$ cat config.mk
export PLATFORM = sky130hd
export DESIGN_NAME = lfsr_victim_sel
export DESIGN_NICKNAME = d
export VERILOG_FILES = /design/src/rtl/lfsr_victim_sel.sv
export SDC_FILE = /design/constraint.sdc
export NUM_CORES = 1
export LEC_CHECK = 0
export ABC_AREA = 1
export BUFFER_PORTS_ARGS = -buffer_cell sky130_fd_sc_hd__buf_2
export CAP_MARGIN = 20
export CORE_MARGIN = 2
export CORE_UTILIZATION = 40
export CTS_CLUSTER_SIZE = 25
export DETAILED_ROUTE_END_ITERATION = 12
export GPL_TIMING_DRIVEN = 0
export PLACE_DENSITY = 0.72
export RECOVER_POWER = 100
export SLEW_MARGIN = 20
export SYNTH_ARGS = -nofsm -noshare
export SYNTH_HDL_FRONTEND = slang
export SYNTH_SLANG_ARGS = --single-unit
export TNS_END_PERCENT = 5
$ cat constraint.sdc
create_clock -name clk -period 1 [get_ports clk]
set_input_delay 0.2 -clock clk [delete_from_list [all_inputs] [get_ports clk]]
set_output_delay 0.2 -clock clk [all_outputs]
set_load 0.005 [all_outputs]
$ cat src/rtl/lfsr_victim_sel.sv
// Galois LFSR with cache/TLB replacement-victim picker (lowest invalid way, else pseudo-random way).
// Optional zero-state recovery enabled by defining LFSR_LOCKUP_RECOVER_EN.
module lfsr_victim_sel #(
  parameter int                WIDTH    = 8,
  parameter logic [WIDTH-1:0]  TAPS     = 8'h71,
  parameter logic [WIDTH-1:0]  SEED     = 8'hFF,
  parameter int                NUM_WAYS = 4,
  localparam int               IDX_W    = $clog2(NUM_WAYS)
) (
  input  logic                 clk,
  input  logic                 rst,
  input  logic                 step_en,
  input  logic                 load,
  input  logic [WIDTH-1:0]     load_val,
  input  logic                 pick_req,
  input  logic [NUM_WAYS-1:0]  valid_mask,
  output logic [WIDTH-1:0]     rand_o,
  output logic                 pick_valid,
  output logic [IDX_W-1:0]     pick_idx,
  output logic                 lockup
);

  // Truncated way count: zero for power-of-two NUM_WAYS, so the wrap below becomes a no-op.
  localparam logic [IDX_W-1:0] NW_WRAP = IDX_W'(NUM_WAYS);

  logic [WIDTH-1:0] rand_q, rand_d;
  logic [WIDTH-1:0] step_val;
  logic             pick_valid_q;
  logic [IDX_W-1:0] pick_idx_q;
  logic [IDX_W-1:0] low_zero;
  logic [IDX_W-1:0] rnd_r;
  logic [IDX_W-1:0] rnd_idx;
  logic [IDX_W-1:0] victim;

  always_comb begin
    step_val = {rand_q[WIDTH-2:0], 1'b0} ^ (rand_q[WIDTH-1] ? TAPS : '0);
  end

`ifdef LFSR_LOCKUP_RECOVER_EN
  logic lockup_q, lockup_d;
`endif

  always_comb begin
    rand_d = rand_q;
`ifdef LFSR_LOCKUP_RECOVER_EN
    lockup_d = 1'b0;
`endif
    if (load) begin
      rand_d = load_val;
    end
`ifdef LFSR_LOCKUP_RECOVER_EN
    else if (rand_q == '0) begin
      rand_d   = SEED;
      lockup_d = 1'b1;
    end
`endif
    else if (step_en || pick_req) begin
      rand_d = step_val;
    end
  end

  // Scan from the top so the lowest zero bit is the last one written.
  always_comb begin
    low_zero = '0;
    for (int i = NUM_WAYS - 1; i >= 0; i--) begin
      if (!valid_mask[i]) low_zero = IDX_W'(i);
    end
    rnd_r   = rand_q[IDX_W-1:0];
    rnd_idx = (rnd_r >= NW_WRAP) ? rnd_r - NW_WRAP : rnd_r;
    victim  = (&valid_mask) ? rnd_idx : low_zero;
  end

  always_ff @(posedge clk) begin
    if (rst) begin
      rand_q       <= SEED;
      pick_valid_q <= 1'b0;
      pick_idx_q   <= '0;
`ifdef LFSR_LOCKUP_RECOVER_EN
      lockup_q     <= 1'b0;
`endif
    end else begin
      rand_q       <= rand_d;
      pick_valid_q <= pick_req;
      if (pick_req) pick_idx_q <= victim;
`ifdef LFSR_LOCKUP_RECOVER_EN
      lockup_q     <= lockup_d;
`endif
    end
  end

  assign rand_o     = rand_q;
  assign pick_valid = pick_valid_q;
  assign pick_idx   = pick_idx_q;
`ifdef LFSR_LOCKUP_RECOVER_EN
  assign lockup     = lockup_q;
`else
  assign lockup     = 1'b0;
`endif

endmodule

Word-level counts from Yosys, hierarchy flattened

Index checks and enable logic that the tools add are counted.

Muxes and demuxes: 8
Bitwise gates (word level): 1
Reductions and logical operators: 3

Operators with widths:

| kind                | number |
|---|---|
| two-way mux 8 bit   | 2 |
| two-way mux 2 bit   | 5 |
| XOR 8 x 7 -> 8 bit  | 1 |
| two-way mux 7 bit   | 1 |
| AND reduction 4 bit | 1 |
| nonzero test 2 bit  | 1 |
| logical OR 1 bit    | 1 |

Bits in registers: 11
Input port bits: 17
Word-level logic and storage cells: 15

Longest topological paths before layout

Depth in word-level cells: 5
Gate-level depth with buffers: 6
Gate-level depth less buffers: 6

Worst setup path after synthesis

No wires, ideal clock.

Path kind: register to register
Start point: reg rand_q[7], in the netlist rand_o[7]
End point: reg rand_q[4], in the netlist rand_o[4]
Setup time: 121 ps
Data arrival time: 692 ps
Required time: 879 ps
Path slack: 187 ps
Cell stages (with the launch flop): 6
Cell sequence: dfxtp_1 inv_1 nand2_1 nand2_1 nand2_1 nand3_1

Longest elaborated chain between the ends: 4

Ends and longest elaborated chain:

| item                   | line | text |
|---|---|---|
| from (decl)            | 26   | `logic [WIDTH-1:0] rand_q, rand_d;` |
| from (signal assigned) | 82   | `rand_q <= rand_d;` |
| two-way mux 7 bit      | 36   | `step_val = {rand_q[WIDTH-2:0], 1'b0} ^ (rand_q[WIDTH-1] ? TAPS : '0);` |
| XOR 8 x 7 -> 8 bit     | 36   |  |
| two-way mux 8 bit      | 57   | `else if (step_en \|\| pick_req) begin` |
| two-way mux 8 bit      | 48   | `if (load) begin` |

No other way between the ends. The select of a mux whose other input is x is not followed.
A chain may end at the register's enable or synchronous reset.

Worst setup path after layout

Start point: reg rand_q[1], in the netlist rand_o[1]
End point: out rand_o[1]

RTL lines:

| item      | line | text |
|---|---|---|
| to (decl) | 17   | `output logic [WIDTH-1:0] rand_o,` |

No word-level cell between the ends.

==> results_dict.tcl <==
set metrics [dict create \
    status "completed" \
    highest_clock_rate_ghz 1.022 \
    gr-usage-all-layers_pct 15.90 \
    antenna_left 0 \
    ys.warnings.count 0 \
    critical_path_peak_fanout 4 \
    power_leakage_nw 0.3977 \
    fp.coreArea_um2 1301 \
    largest_family_of_logic_cells_by_synthesized_area "simple AND/OR/NAND/NOR gates" \
    postLayoutCoreUtil_pct 55.96 \
    starting_utilization_of_the_core_area_pct 43.08 \
    synth.avg_cell_area_um2 6.595 \
    syn_to_layout_area_delta_pct 29.91 \
    rrSetupSlack_ps 200 \
    dr.pass1.iters 3 \
    whs_ps 156.7 \
    crit_path_cell_trace "buf_2" \
    routed_wl_um 1257 \
    timing_max_transition_violations_final 0 \
    drt-wirelength-per-cell_um 9.744 \
    p_comb_share_pct 19.1 \
    floorplan.die_area_um2 1717 \
    grt_antenna_before_repair 0 \
    critical_path.reg2reg.startpoint "rand_o[7]$_SDFFE_PP1P_" \
    critical_path_rt_ps 800 \
    synth_sequential_area_ratio_pct 39.29 \
    worst-setup-path-type "reg -> out" \
    worst_path_max_delay_cell "sky130_fd_sc_hd__dfxtp_1" \
    via_count_of_the_first_global_routing_pass 564 \
    drv_cap 0 \
    rsz_0062_raised_after_global_routing "false" \
    synth_xor_xnor_area_share_pct 0 \
    synth.cell_area_um2 560.5 \
    final_total_pwr_mw 0.9870 \
    portBuffers 25 \
    cts.clk_slew.worst_paths_ps 70 \
    dieHeight_um 41.44 \
    cell_count_along_the_critical_path 1 \
    vdd_drop_max_mv 0.8787 \
    timing_hold_violations_final 0 \
    rows 13 \
    worstSkewPairLatency_ps 260 \
    cts_resized 2 \
    cp_data_arrival_time_ps 780 \
    finalNetCount 132 \
    cts_max_path_buffers 2 \
    final_critical_path_share_of_the_clock_period_pct 97.87 \
    postLayoutCellArea_um2 728.2 \
    whs_endpoint "rand_o[2]$_SDFFE_PP1P_" \
    wire_length_of_the_first_global_routing_pass_um 2180 \
    p_sw_share_pct 27.32 \
    design.portCount 29 \
    ff2ff_path_depth 5 \
    drt-initial-drc-count 10 \
    holdPathStages 3 \
    synth_simple_gate_area_share_pct 41.07 \
    h-tree-depth 1 \
    layout-drive-gt1-share_pct 32.46 \
    synth_mux_area_share_pct 0 \
    dp_hpwl_um 961.9 \
    synth_seq_cells 11 \
    gp_congestion 0.7372 \
    timing.critical_path.max_delay_family "flip-flops" \
    post_detailed_placement_cell_area_um2 704.4 \
    grt-ovfl-total 0 \
    rr_endpoint "rand_o[4]$_SDFFE_PP1P_" \
    power_density_nw_per_um2 1355 \
    maximum_number_of_pins_on_one_net_before_global_route_repair 11 \
    die-width_um 41.44 \
    worstSetupEndpointType "output port" \
    synth_adder_area_share_pct 0 \
    n_antenna_cell 0 \
    finalWorstPathRequiredPeriod_ps 978.7 \
    critical_path_buf_inv_count 1 \
    synth-compound-area-share_pct 8.036 \
    cts_tree "yes" \
    crit_path_max_incr_delay_ps 380 \
    ctsHoldBuffers 0 \
    drt_drc_violations_left 0 \
    vias 604 \
    start_kind "flop" \
    switchingPower_mw 0.2696 \
    cts_setup_buffers 0 \
    clock-sinks 11 \
    cell_internal_pwr_mw 0.7173 \
    min-delay-start "load_val[2]" \
    ys_types 15 \
    min_path_type "in -> reg" \
    power.share.sequential_pct 51.0 \
    synthesis.instances 85 \
    skew_ps 1.761 \
    post_route_setup_tns_ps 0 \
    final-setup-viol-count 0 \
    pwr-share-clk_pct 29.9 \
    synthesis.nets 102 \
    cts_root_buf "sky130_fd_sc_hd__clkbuf_4" \
    numCtsBuffers 3 \
    drt-vias-per-instance 4.682 \
]
[cell type report]
| cell class | instances | area (µm²) |
|---|---|---|
| fillers | 147 | 573.1 |
| multi-input cells | 61 | 272.8 |
| flip-flops and latches | 11 | 227.7 |
| repair buffers | 25 | 122.6 |
| inverters | 10 | 37.54 |
| clock buffers | 4 | 26.28 |
| plain buffers | 3 | 22.52 |
| well taps | 15 | 18.77 |
[power by group through the flow]
stage	registers, mW	logic, mW	clock network, mW
2_1_floorplan	0.511	0.108	0
3_3_place_gp	0.509	0.191	0
3_5_place_dp	0.511	0.195	0
4_1_cts	0.501	0.195	0.310
5_1_grt	0.509	0.217	0.327
6_report	0.503	0.189	0.295
[tightest hold or removal path: cells and delay by family]
kind                   cells  cell delay [ps]
buffers and inverters      1               70
AND/OR/NAND/NOR            1               70
AO/OA/AOI/OAI              1               50
[Yosys cell counts, drive strengths merged]
cell | number | area [µm²]
nand3 | 11 | 55.05
conb | 1 | 3.750
a21oi | 9 | 45.04
and3 | 1 | 6.260
nor2 | 5 | 28.78
buf | 3 | 23.77
dfxtp | 11 | 220.2
inv | 10 | 37.54
nand2 | 33 | 123.9
nor3 | 1 | 16.27
[layout by cell type, fill, tap and decap left out, types with 2 or more instances in the layout]
master and n:
sky130_fd_sc_hd__nand2_1 33, sky130_fd_sc_hd__buf_2 23, sky130_fd_sc_hd__nand3_1 11, sky130_fd_sc_hd__a21oi_1 9, sky130_fd_sc_hd__inv_1 8, sky130_fd_sc_hd__dfxtp_1 7
sky130_fd_sc_hd__clkbuf_1 4, sky130_fd_sc_hd__nor2_1 3, sky130_fd_sc_hd__clkbuf_4 3, sky130_fd_sc_hd__dfxtp_2 3, sky130_fd_sc_hd__inv_2 2
[per-layer routing]
metal	GRT usage, %	vias up	share of wire (%)
li1	-	322	-
met1	19.09	261	47
met2	26.88	19	47
met3	4.348	2	5.0
met4	5.806	0	0.64
met5	0	-	0
[cells by family (layout without fill, tap and decap cells)]
logic type             Yosys count  count (layout)
other                            1               1
buffers and inverters           13              42
DFF                             11              11
AOI/OAI and AO/OA                9               9
and+or+nand+nor                 51              51
[how the worst max path moves through the flow]
| stage | endpoint | startpoint | slack [ps] |
|---|---|---|---|
| after global placement | rand_o[6]$_SDFFE_PP1P_ | rand_o[7]$_SDFFE_PP1P_ | 110 |
| after global routing | rand_o[1] | rand_o[1]$_SDFFE_PP1P_ | 0.6 |
| final | rand_o[1] | rand_o[1]$_SDFFE_PP1P_ | 20 |
| after CTS | rand_o[1] | rand_o[1]$_SDFFE_PP1P_ | 10 |
| after detailed placement | rand_o[6]$_SDFFE_PP1P_ | rand_o[7]$_SDFFE_PP1P_ | 80 |
| after floorplan | rand_o[4]$_SDFFE_PP1P_ | rand_o[7]$_SDFFE_PP1P_ | 190 |
[metrics by stage]
step           setup WS, ps  instances
6_report              21.35        129
3_3_place_gp          105.8        125
2_1_floorplan         186.7         85
4_1_cts               14.46        129
3_5_place_dp          80.25        125
5_1_grt              0.6009        129
[sequential cells by signal, summed over array words and instances, names as in the netlist]
name        cells
pick_idx        2
pick_valid      1
rand_o          8
(Power assumes the default switching activity.)
